<file path="src/rtl/pipe_mem_arbiter_pkg.sv">
// rtl/pipe_mem_arbiter_pkg.sv - shared types and helpers for the IF/MEM memory arbiter
package pipe_mem_arbiter_pkg;

  typedef enum logic [1:0] {
    ST_IDLE    = 2'd0,
    ST_BUSY_IF = 2'd1,
    ST_BUSY_DM = 2'd2
  } arb_state_e;

  // Counter width able to hold 0..max_val; never narrower than one bit.
  function automatic int unsigned cnt_width(input int unsigned max_val);
    return (max_val < 1) ? 1 : $clog2(max_val + 1);
  endfunction

endpackage

</file>
<file path="src/rtl/pipe_mem_arbiter_if.sv">
// rtl/pipe_mem_arbiter_if.sv - fetch, data and memory-side signals of the arbiter
interface pipe_mem_arbiter_if #(
  parameter int ADDR_W = 32,
  parameter int DATA_W = 32
);
  logic              if_req_i;
  logic [ADDR_W-1:0] if_addr_i;
  logic              flush_i;
  logic              if_done_o;
  logic [DATA_W-1:0] if_rdata_o;
  logic              dm_req_i;
  logic              dm_we_i;
  logic [ADDR_W-1:0] dm_addr_i;
  logic [DATA_W-1:0] dm_wdata_i;
  logic              dm_done_o;
  logic [DATA_W-1:0] dm_rdata_o;
  logic              mem_req_o;
  logic              mem_we_o;
  logic [ADDR_W-1:0] mem_addr_o;
  logic [DATA_W-1:0] mem_wdata_o;
  logic              mem_ready_i;
  logic [DATA_W-1:0] mem_rdata_i;
  logic              stall_if_o;
  logic              stall_mem_o;

  // Arbiter side
  modport slave (
    input  if_req_i, if_addr_i, flush_i,
    input  dm_req_i, dm_we_i, dm_addr_i, dm_wdata_i,
    input  mem_ready_i, mem_rdata_i,
    output if_done_o, if_rdata_o, dm_done_o, dm_rdata_o,
    output mem_req_o, mem_we_o, mem_addr_o, mem_wdata_o,
    output stall_if_o, stall_mem_o
  );

  // Pipeline stages and memory model side
  modport master (
    output if_req_i, if_addr_i, flush_i,
    output dm_req_i, dm_we_i, dm_addr_i, dm_wdata_i,
    output mem_ready_i, mem_rdata_i,
    input  if_done_o, if_rdata_o, dm_done_o, dm_rdata_o,
    input  mem_req_o, mem_we_o, mem_addr_o, mem_wdata_o,
    input  stall_if_o, stall_mem_o
  );
endinterface

</file>
<file path="src/rtl/pipe_mem_arbiter_starve_cnt.sv">
// rtl/pipe_mem_arbiter_starve_cnt.sv - saturating count of MEM wins over a waiting fetch
module pipe_starve_cnt
  import pipe_mem_arbiter_pkg::*;
#(
  parameter int unsigned MAX = 4
) (
  input  logic clk_i,
  input  logic rst_n,
  input  logic inc_i,
  input  logic clr_i,
  output logic at_max_o
);
  localparam int unsigned W = cnt_width(MAX);
  localparam logic [W-1:0] MAX_V = W'(MAX);

  logic [W-1:0] cnt_q, cnt_d;

  always_comb begin
    cnt_d = cnt_q;
    if (clr_i) begin
      cnt_d = '0;
    end else if (inc_i && (cnt_q != MAX_V)) begin
      cnt_d = cnt_q + W'(1);
    end
  end

  always_ff @(posedge clk_i or negedge rst_n) begin
    if (!rst_n) begin
      cnt_q <= '0;
    end else begin
      cnt_q <= cnt_d;
    end
  end

  assign at_max_o = (cnt_q == MAX_V);
endmodule

</file>
<file path="src/rtl/pipe_mem_arbiter.sv">
// rtl/pipe_mem_arbiter.sv - single-port memory shared by fetch and load/store, MEM first
// with a forced fetch grant after STARVE_MAX consecutive MEM wins over a waiting fetch.
module pipe_mem_arbiter
  import pipe_mem_arbiter_pkg::*;
#(
  parameter int ADDR_W     = 32,
  parameter int DATA_W     = 32,
  parameter int STARVE_MAX = 4
) (
  input logic                clk_i,
  input logic                rst_n,
  pipe_mem_arbiter_if.slave  bus
);
  arb_state_e        state_q, state_d;
  logic              mem_req_q, mem_req_d;
  logic              mem_we_q, mem_we_d;
  logic [ADDR_W-1:0] mem_addr_q, mem_addr_d;
  logic [DATA_W-1:0] mem_wdata_q, mem_wdata_d;
  logic              if_done_q, if_done_d;
  logic              dm_done_q, dm_done_d;
  logic [DATA_W-1:0] if_rdata_q, if_rdata_d;
  logic [DATA_W-1:0] dm_rdata_q, dm_rdata_d;
  logic              drop_q, drop_d;
  logic              starve_inc, starve_clr, starve_at_max;
  logic              grant_if, grant_dm;

  pipe_starve_cnt #(.MAX(STARVE_MAX)) u_starve (
    .clk_i    (clk_i),
    .rst_n    (rst_n),
    .inc_i    (starve_inc),
    .clr_i    (starve_clr),
    .at_max_o (starve_at_max)
  );

  assign grant_if = bus.if_req_i & (~bus.dm_req_i | starve_at_max);
  assign grant_dm = bus.dm_req_i & ~grant_if;

  always_comb begin
    state_d     = state_q;
    mem_req_d   = mem_req_q;
    mem_we_d    = mem_we_q;
    mem_addr_d  = mem_addr_q;
    mem_wdata_d = mem_wdata_q;
    if_rdata_d  = if_rdata_q;
    dm_rdata_d  = dm_rdata_q;
    drop_d      = drop_q;
    if_done_d   = 1'b0;
    dm_done_d   = 1'b0;
    starve_inc  = 1'b0;
    starve_clr  = 1'b0;
    case (state_q)
      ST_IDLE: begin
        mem_req_d = 1'b0;
        if (grant_if) begin
          state_d     = ST_BUSY_IF;
          mem_req_d   = 1'b1;
          mem_we_d    = 1'b0;
          mem_addr_d  = bus.if_addr_i;
          mem_wdata_d = '0;
          drop_d      = bus.flush_i;
          starve_clr  = 1'b1;
        end else if (grant_dm) begin
          state_d     = ST_BUSY_DM;
          mem_req_d   = 1'b1;
          mem_we_d    = bus.dm_we_i;
          mem_addr_d  = bus.dm_addr_i;
          mem_wdata_d = bus.dm_wdata_i;
          starve_inc  = bus.if_req_i;
        end
      end
      ST_BUSY_IF: begin
        // A flush arriving on the completing cycle still discards the fetch.
        drop_d = drop_q | bus.flush_i;
        if (bus.mem_ready_i) begin
          state_d   = ST_IDLE;
          mem_req_d = 1'b0;
          drop_d    = 1'b0;
          if (!(drop_q | bus.flush_i)) begin
            if_done_d  = 1'b1;
            if_rdata_d = bus.mem_rdata_i;
          end
        end
      end
      ST_BUSY_DM: begin
        if (bus.mem_ready_i) begin
          state_d   = ST_IDLE;
          mem_req_d = 1'b0;
          dm_done_d = 1'b1;
          if (!mem_we_q) begin
            dm_rdata_d = bus.mem_rdata_i;
          end
        end
      end
      default: begin
        state_d   = ST_IDLE;
        mem_req_d = 1'b0;
        drop_d    = 1'b0;
      end
    endcase
  end

  always_ff @(posedge clk_i or negedge rst_n) begin
    if (!rst_n) begin
      state_q     <= ST_IDLE;
      mem_req_q   <= 1'b0;
      mem_we_q    <= 1'b0;
      mem_addr_q  <= '0;
      mem_wdata_q <= '0;
      if_done_q   <= 1'b0;
      dm_done_q   <= 1'b0;
      if_rdata_q  <= '0;
      dm_rdata_q  <= '0;
      drop_q      <= 1'b0;
    end else begin
      state_q     <= state_d;
      mem_req_q   <= mem_req_d;
      mem_we_q    <= mem_we_d;
      mem_addr_q  <= mem_addr_d;
      mem_wdata_q <= mem_wdata_d;
      if_done_q   <= if_done_d;
      dm_done_q   <= dm_done_d;
      if_rdata_q  <= if_rdata_d;
      dm_rdata_q  <= dm_rdata_d;
      drop_q      <= drop_d;
    end
  end

  assign bus.mem_req_o   = mem_req_q;
  assign bus.mem_we_o    = mem_we_q;
  assign bus.mem_addr_o  = mem_addr_q;
  assign bus.mem_wdata_o = mem_wdata_q;
  assign bus.if_done_o   = if_done_q;
  assign bus.dm_done_o   = dm_done_q;
  assign bus.if_rdata_o  = if_rdata_q;
  assign bus.dm_rdata_o  = dm_rdata_q;
  assign bus.stall_if_o  = bus.if_req_i & ~if_done_q;
  assign bus.stall_mem_o = bus.dm_req_i & ~dm_done_q;
endmodule

</file>
<file path="src/flat_wrapper.sv">
// flat-port wrapper written by rule: the top's interface ports become plain ports
module pipe_mem_arbiter_flat import pipe_mem_arbiter_pkg::*;
#(
  parameter int ADDR_W     = 32,
  parameter int DATA_W     = 32,
  parameter int STARVE_MAX = 4
)
  (clk_i, rst_n, bus_if_req_i, bus_if_addr_i, bus_flush_i, bus_dm_req_i, bus_dm_we_i, bus_dm_addr_i, bus_dm_wdata_i, bus_mem_ready_i, bus_mem_rdata_i, bus_if_done_o, bus_if_rdata_o, bus_dm_done_o, bus_dm_rdata_o, bus_mem_req_o, bus_mem_we_o, bus_mem_addr_o, bus_mem_wdata_o, bus_stall_if_o, bus_stall_mem_o);
  pipe_mem_arbiter_if #(.ADDR_W(ADDR_W), .DATA_W(DATA_W)) bus_i ();
  input logic clk_i;
  input logic rst_n;
  input wire logic [$bits(bus_i.if_req_i)-1:0] bus_if_req_i;
  input wire logic [$bits(bus_i.if_addr_i)-1:0] bus_if_addr_i;
  input wire logic [$bits(bus_i.flush_i)-1:0] bus_flush_i;
  input wire logic [$bits(bus_i.dm_req_i)-1:0] bus_dm_req_i;
  input wire logic [$bits(bus_i.dm_we_i)-1:0] bus_dm_we_i;
  input wire logic [$bits(bus_i.dm_addr_i)-1:0] bus_dm_addr_i;
  input wire logic [$bits(bus_i.dm_wdata_i)-1:0] bus_dm_wdata_i;
  input wire logic [$bits(bus_i.mem_ready_i)-1:0] bus_mem_ready_i;
  input wire logic [$bits(bus_i.mem_rdata_i)-1:0] bus_mem_rdata_i;
  output wire logic [$bits(bus_i.if_done_o)-1:0] bus_if_done_o;
  output wire logic [$bits(bus_i.if_rdata_o)-1:0] bus_if_rdata_o;
  output wire logic [$bits(bus_i.dm_done_o)-1:0] bus_dm_done_o;
  output wire logic [$bits(bus_i.dm_rdata_o)-1:0] bus_dm_rdata_o;
  output wire logic [$bits(bus_i.mem_req_o)-1:0] bus_mem_req_o;
  output wire logic [$bits(bus_i.mem_we_o)-1:0] bus_mem_we_o;
  output wire logic [$bits(bus_i.mem_addr_o)-1:0] bus_mem_addr_o;
  output wire logic [$bits(bus_i.mem_wdata_o)-1:0] bus_mem_wdata_o;
  output wire logic [$bits(bus_i.stall_if_o)-1:0] bus_stall_if_o;
  output wire logic [$bits(bus_i.stall_mem_o)-1:0] bus_stall_mem_o;
  assign bus_i.if_req_i = bus_if_req_i;
  assign bus_i.if_addr_i = bus_if_addr_i;
  assign bus_i.flush_i = bus_flush_i;
  assign bus_i.dm_req_i = bus_dm_req_i;
  assign bus_i.dm_we_i = bus_dm_we_i;
  assign bus_i.dm_addr_i = bus_dm_addr_i;
  assign bus_i.dm_wdata_i = bus_dm_wdata_i;
  assign bus_i.mem_ready_i = bus_mem_ready_i;
  assign bus_i.mem_rdata_i = bus_mem_rdata_i;
  assign bus_if_done_o = bus_i.if_done_o;
  assign bus_if_rdata_o = bus_i.if_rdata_o;
  assign bus_dm_done_o = bus_i.dm_done_o;
  assign bus_dm_rdata_o = bus_i.dm_rdata_o;
  assign bus_mem_req_o = bus_i.mem_req_o;
  assign bus_mem_we_o = bus_i.mem_we_o;
  assign bus_mem_addr_o = bus_i.mem_addr_o;
  assign bus_mem_wdata_o = bus_i.mem_wdata_o;
  assign bus_stall_if_o = bus_i.stall_if_o;
  assign bus_stall_mem_o = bus_i.stall_mem_o;
  pipe_mem_arbiter #(.ADDR_W(ADDR_W), .DATA_W(DATA_W), .STARVE_MAX(STARVE_MAX)) u_core (.clk_i(clk_i), .rst_n(rst_n), .bus(bus_i));
endmodule
</file>
<file path="config.mk">
export PLATFORM = sky130hd
export DESIGN_NAME = pipe_mem_arbiter_flat
export DESIGN_NICKNAME = d
export VERILOG_FILES = /design/src/rtl/pipe_mem_arbiter_pkg.sv /design/src/rtl/pipe_mem_arbiter_if.sv /design/src/rtl/pipe_mem_arbiter_starve_cnt.sv /design/src/rtl/pipe_mem_arbiter.sv /design/src/flat_wrapper.sv
export SDC_FILE = /design/constraint.sdc
export NUM_CORES = 1
export LEC_CHECK = 0
export ABC_AREA = 0
export ABC_CLOCK_PERIOD_IN_PS = 2660
export CAP_MARGIN = 10
export CORE_ASPECT_RATIO = 0.9
export CORE_MARGIN = 5
export CORE_UTILIZATION = 44
export DETAILED_ROUTE_END_ITERATION = 8
export GPL_TIMING_DRIVEN = 0
export PLACE_DENSITY = 0.9
export SYNTH_ARGS = -nofsm -noshare
export SYNTH_HDL_FRONTEND = slang
export SYNTH_SLANG_ARGS = --single-unit
</file>
<file path="constraint.sdc">
create_clock -name clk_i -period 2.66 [get_ports clk_i]
set_input_delay 0.399 -clock clk_i [delete_from_list [all_inputs] [get_ports clk_i]]
set_output_delay 0.399 -clock clk_i [all_outputs]
set_load 0.01 [all_outputs]
</file>
==> reports/qor.yml <==
placement:
  dp_hpwl_um: 13300
  dp.cells: 941
  dp_slack_ns: 0.314
  gp_congestion: 0.827
  io_buffers: 268
yosys:
  avgSynthCellArea_um2: 11.1
  synth_cells: 508
  syn_area_um2: 5640
  synth-edff-count: 0
  yosysTopAreaCell: "dfrtp_1"
  async_flop_share_pct: 100
  synth-seq-cells: 138
  synth_fp_nets: 648
  synth.top_cell.area_share_pct: 61.2
  yosysWarnings: 0
  yosys-top-cells-count: "dfrtp_1 (138), nand2_1 (105), a21oi_1 (67), mux2_2 (63), nand3_1 (34)"
  ys_seq_area_share_pct: 61.2
  ys_types: 31
  synthTopCellsByArea: "dfrtp_1 (61%), mux2_2 (13%), nand2_1 (7.0%)"
  synthFlopType: "dfrtp_1"
  yosysMostFrequentCell: "dfrtp_1"
sta:
  setup_viol_count_final: 0
  slew_headroom_pct: 63.6
  whs_ns: 0.468
  hold_violations: 0
  tightest_slew_ns: 0.547
  rsz0062_at_grt: "no"
  tns_ns: 0
  finalCriticalPeriod_ns: 2.21
  fmax_ghz: 0.453
  maxSlewViolCount: 0
  skew_ns: 0.00966
  fin_ws_ns: 0.452
  post-route-period-util_pct: 83.0
run:
  maxCapViolCount: 0
hold_path:
  hold_end: "u_core.bus.mem_wdata_o[18]$_DFFE_PN0P_"
  holdPathStages: 2
  min_path_type: "register to register"
  holdCritStartpoint: "u_core.bus.mem_wdata_o[18]$_DFFE_PN0P_"
floorplan:
  coreArea_um2: 12600
  num_rows: 39
  num_io_pins: 269
  dieWidth_um: 129
  die_area_um2: 15200
  die-height_um: 117
  start_util_pct: 44.6
clock_tree:
  numCtsBuffers: 17
  cts.htree.levels: 4
  cts_sinks: 138
  clkLatencyLatePin_ns: 0.42
  path_clk_slew_ns: 0.06
  cts_setup_buffers: 0
  tritoncts: "built"
  clock-root-buffer: "clkbuf_16"
  cts_buffer_depth: 2
critical_path:
  worstRegToRegCells: 7
  start_kind: "input port"
  cp_max_fo: 7
  worst_ep_arrival_time_ns: 1.81
  required_ns: 2.26
  rrSetupSlack_ns: 0.74
  critPathKind: "input port to output port"
  crit_path_end_kind: "output port"
  r2r-end: "u_core.bus.mem_wdata_o[15]$_DFFE_PN0P_"
  r2r_start: "u_core.state_q[0]$_DFFE_PN0P_"
finish:
  stdcell_count: 972
  regArea_um2: 3450
  multi_input_comb_area_um2: 1980
  drive_above_1_share_pct: 15.5
  area_delta_synth_final_pct: 63.5
  nFillCells: 840
  nets: 937
  diodes: 0
route:
  vias: 4954
  drc_errors: 0
  vias_per_cell: 5.10
  postRouteAntennaNets: 0
  drt-initial-drc-count: 240
  wl_per_cell_um: 18.2
  drt_first_pass_iters: 5
  drt-total-wl_um: 17700
pwr:
  p_seq_share_pct: 33.0
  combPwrFrac_pct: 43.8
  p_switching_uw: 3650
  p_total_uw: 11200
  cellPowerDensity_nw_per_um2: 1220
  cellLeakagePower_uw: 0.00411
  ir_drop_mv: 0.755
  p_int_uw: 7580
  p_clk_share_pct: 23.3
  sw_frac_of_total_pct: 32.5
run_status:
  run_status: "complete, no violations"
global_routing:
  antenna_found_initial: 0
  grt_pass1_wl_um: 28000
  grt_pass1_vias: 5425
  track_usage_pct: 23.7
  grt-ovfl-total: 0
  grt_start_max_net_pins: 82
[cell families (layout without fill, tap and decap cells)]
| logic type | after synthesis | in the layout | synth area share (%) |
|---|---|---|---|
| simple gates | 186 | 186 | 13.8 |
| flops | 138 | 138 | 61.2 |
| compound gates | 78 | 78 | 7.41 |
| mux | 64 | 64 | 12.8 |
| buf+inv | 37 | 337 | 3.66 |
| fa+ha+maj | 5 | 5 | 1.11 |
[worst max-delay path: stages]
cell             delay (ns)
clkdlybuf4s50_1        0.65
nor2b_1                0.20
clkdlybuf4s50_1        0.55
[power by group through the flow]
stage                     clock [µW]  sequential, µW  combinational, µW
after floorplan                    0            4110               1660
after global placement             0            3640               4750
after detailed placement           0            3710               4930
after CTS                       2660            3700               4970
after global routing            2740            3810               5300
final                           2610            3700               4910
[cell usage in the layout, fill, tap and decap left out, types with 5 or more instances in the layout]
cell             count
nand2_1            105
nand3_1             34
bufinv_16            5
dfrtp_1            138
clkdlybuf4s50_1    267
inv_1                5
ha_1                 5
mux2_2              63
nor2_1              33
a21oi_1             67
buf_2               17
clkbuf_1             5
buf_6                5
clkbuf_16           17
[how the worst max path moves through the flow]
| stage | end | start | cells after the start |
|---|---|---|---|
| after CTS | bus_stall_if_o | bus_if_req_i | 3 |
| final | bus_stall_if_o | bus_if_req_i | 3 |
| after global placement | u_core.bus.mem_addr_o[3]$_DFFE_PN0P_ | rst_n | 1 |
| after detailed placement | u_core.bus.mem_wdata_o[14]$_DFFE_PN0P_ | bus_if_req_i | 6 |
| after global routing | bus_stall_if_o | bus_if_req_i | 3 |
| after floorplan | u_core.bus.dm_rdata_o[10]$_DFFE_PN0P_ | u_core.state_q[0]$_DFFE_PN0P_ | 7 |
[sequential cells by signal, summed over array words and instances, names as in the netlist]
name and cells:
u_core.bus.mem_req_o 1, u_core.bus.if_rdata_o 32, u_core.drop_q 1, u_core.bus.dm_done_o 1, u_core.bus.dm_rdata_o 32, u_core.bus.mem_addr_o 32
u_core.bus.mem_wdata_o 32, u_core.state_q 2, u_core.bus.mem_we_o 1, u_core.bus.if_done_o 1, u_core.u_starve.cnt_q 3
[metrics by stage]
stage / cell area [µm²] / util, %
after floorplan: 5640 / -
after global placement: 8530 / 67.5
after detailed placement: 8560 / 67.7
after CTS: 9230 / 73.0
after global routing: 9230 / 73.0
final: 9230 / 73.0
[per-layer routing]
| layer | global-route usage, % | up-vias | routed length, µm |
|---|---|---|---|
| li1 | - | 2278 | - |
| met1 | 26.6 | 2438 | 6600 |
| met2 | 42.5 | 207 | 9530 |
| met3 | 6.55 | 31 | 1170 |
| met4 | 8.46 | 0 | 424 |
| met5 | 0 | - | 0 |
[what timing repair did]
| item | in CTS | in global routing |
|---|---|---|
| hold endpoints to repair | 57 | 0 |
| gates resized for setup | 0 | 0 |
| hold buffers | 1 | 0 |
[cell type report]
type | instances | area share (%)
repair buffers | 270 | 29.5
plain buffers | 32 | 2.03
multi-input cells | 333 | 21.5
clock buffers | 20 | 5.06
well taps | 164 | 2.22
inverters | 5 | 0.203
flip-flops and latches | 138 | 37.4
clock inverters | 10 | 2.06
No activity file was read; power rests on OpenSTA's default activity.
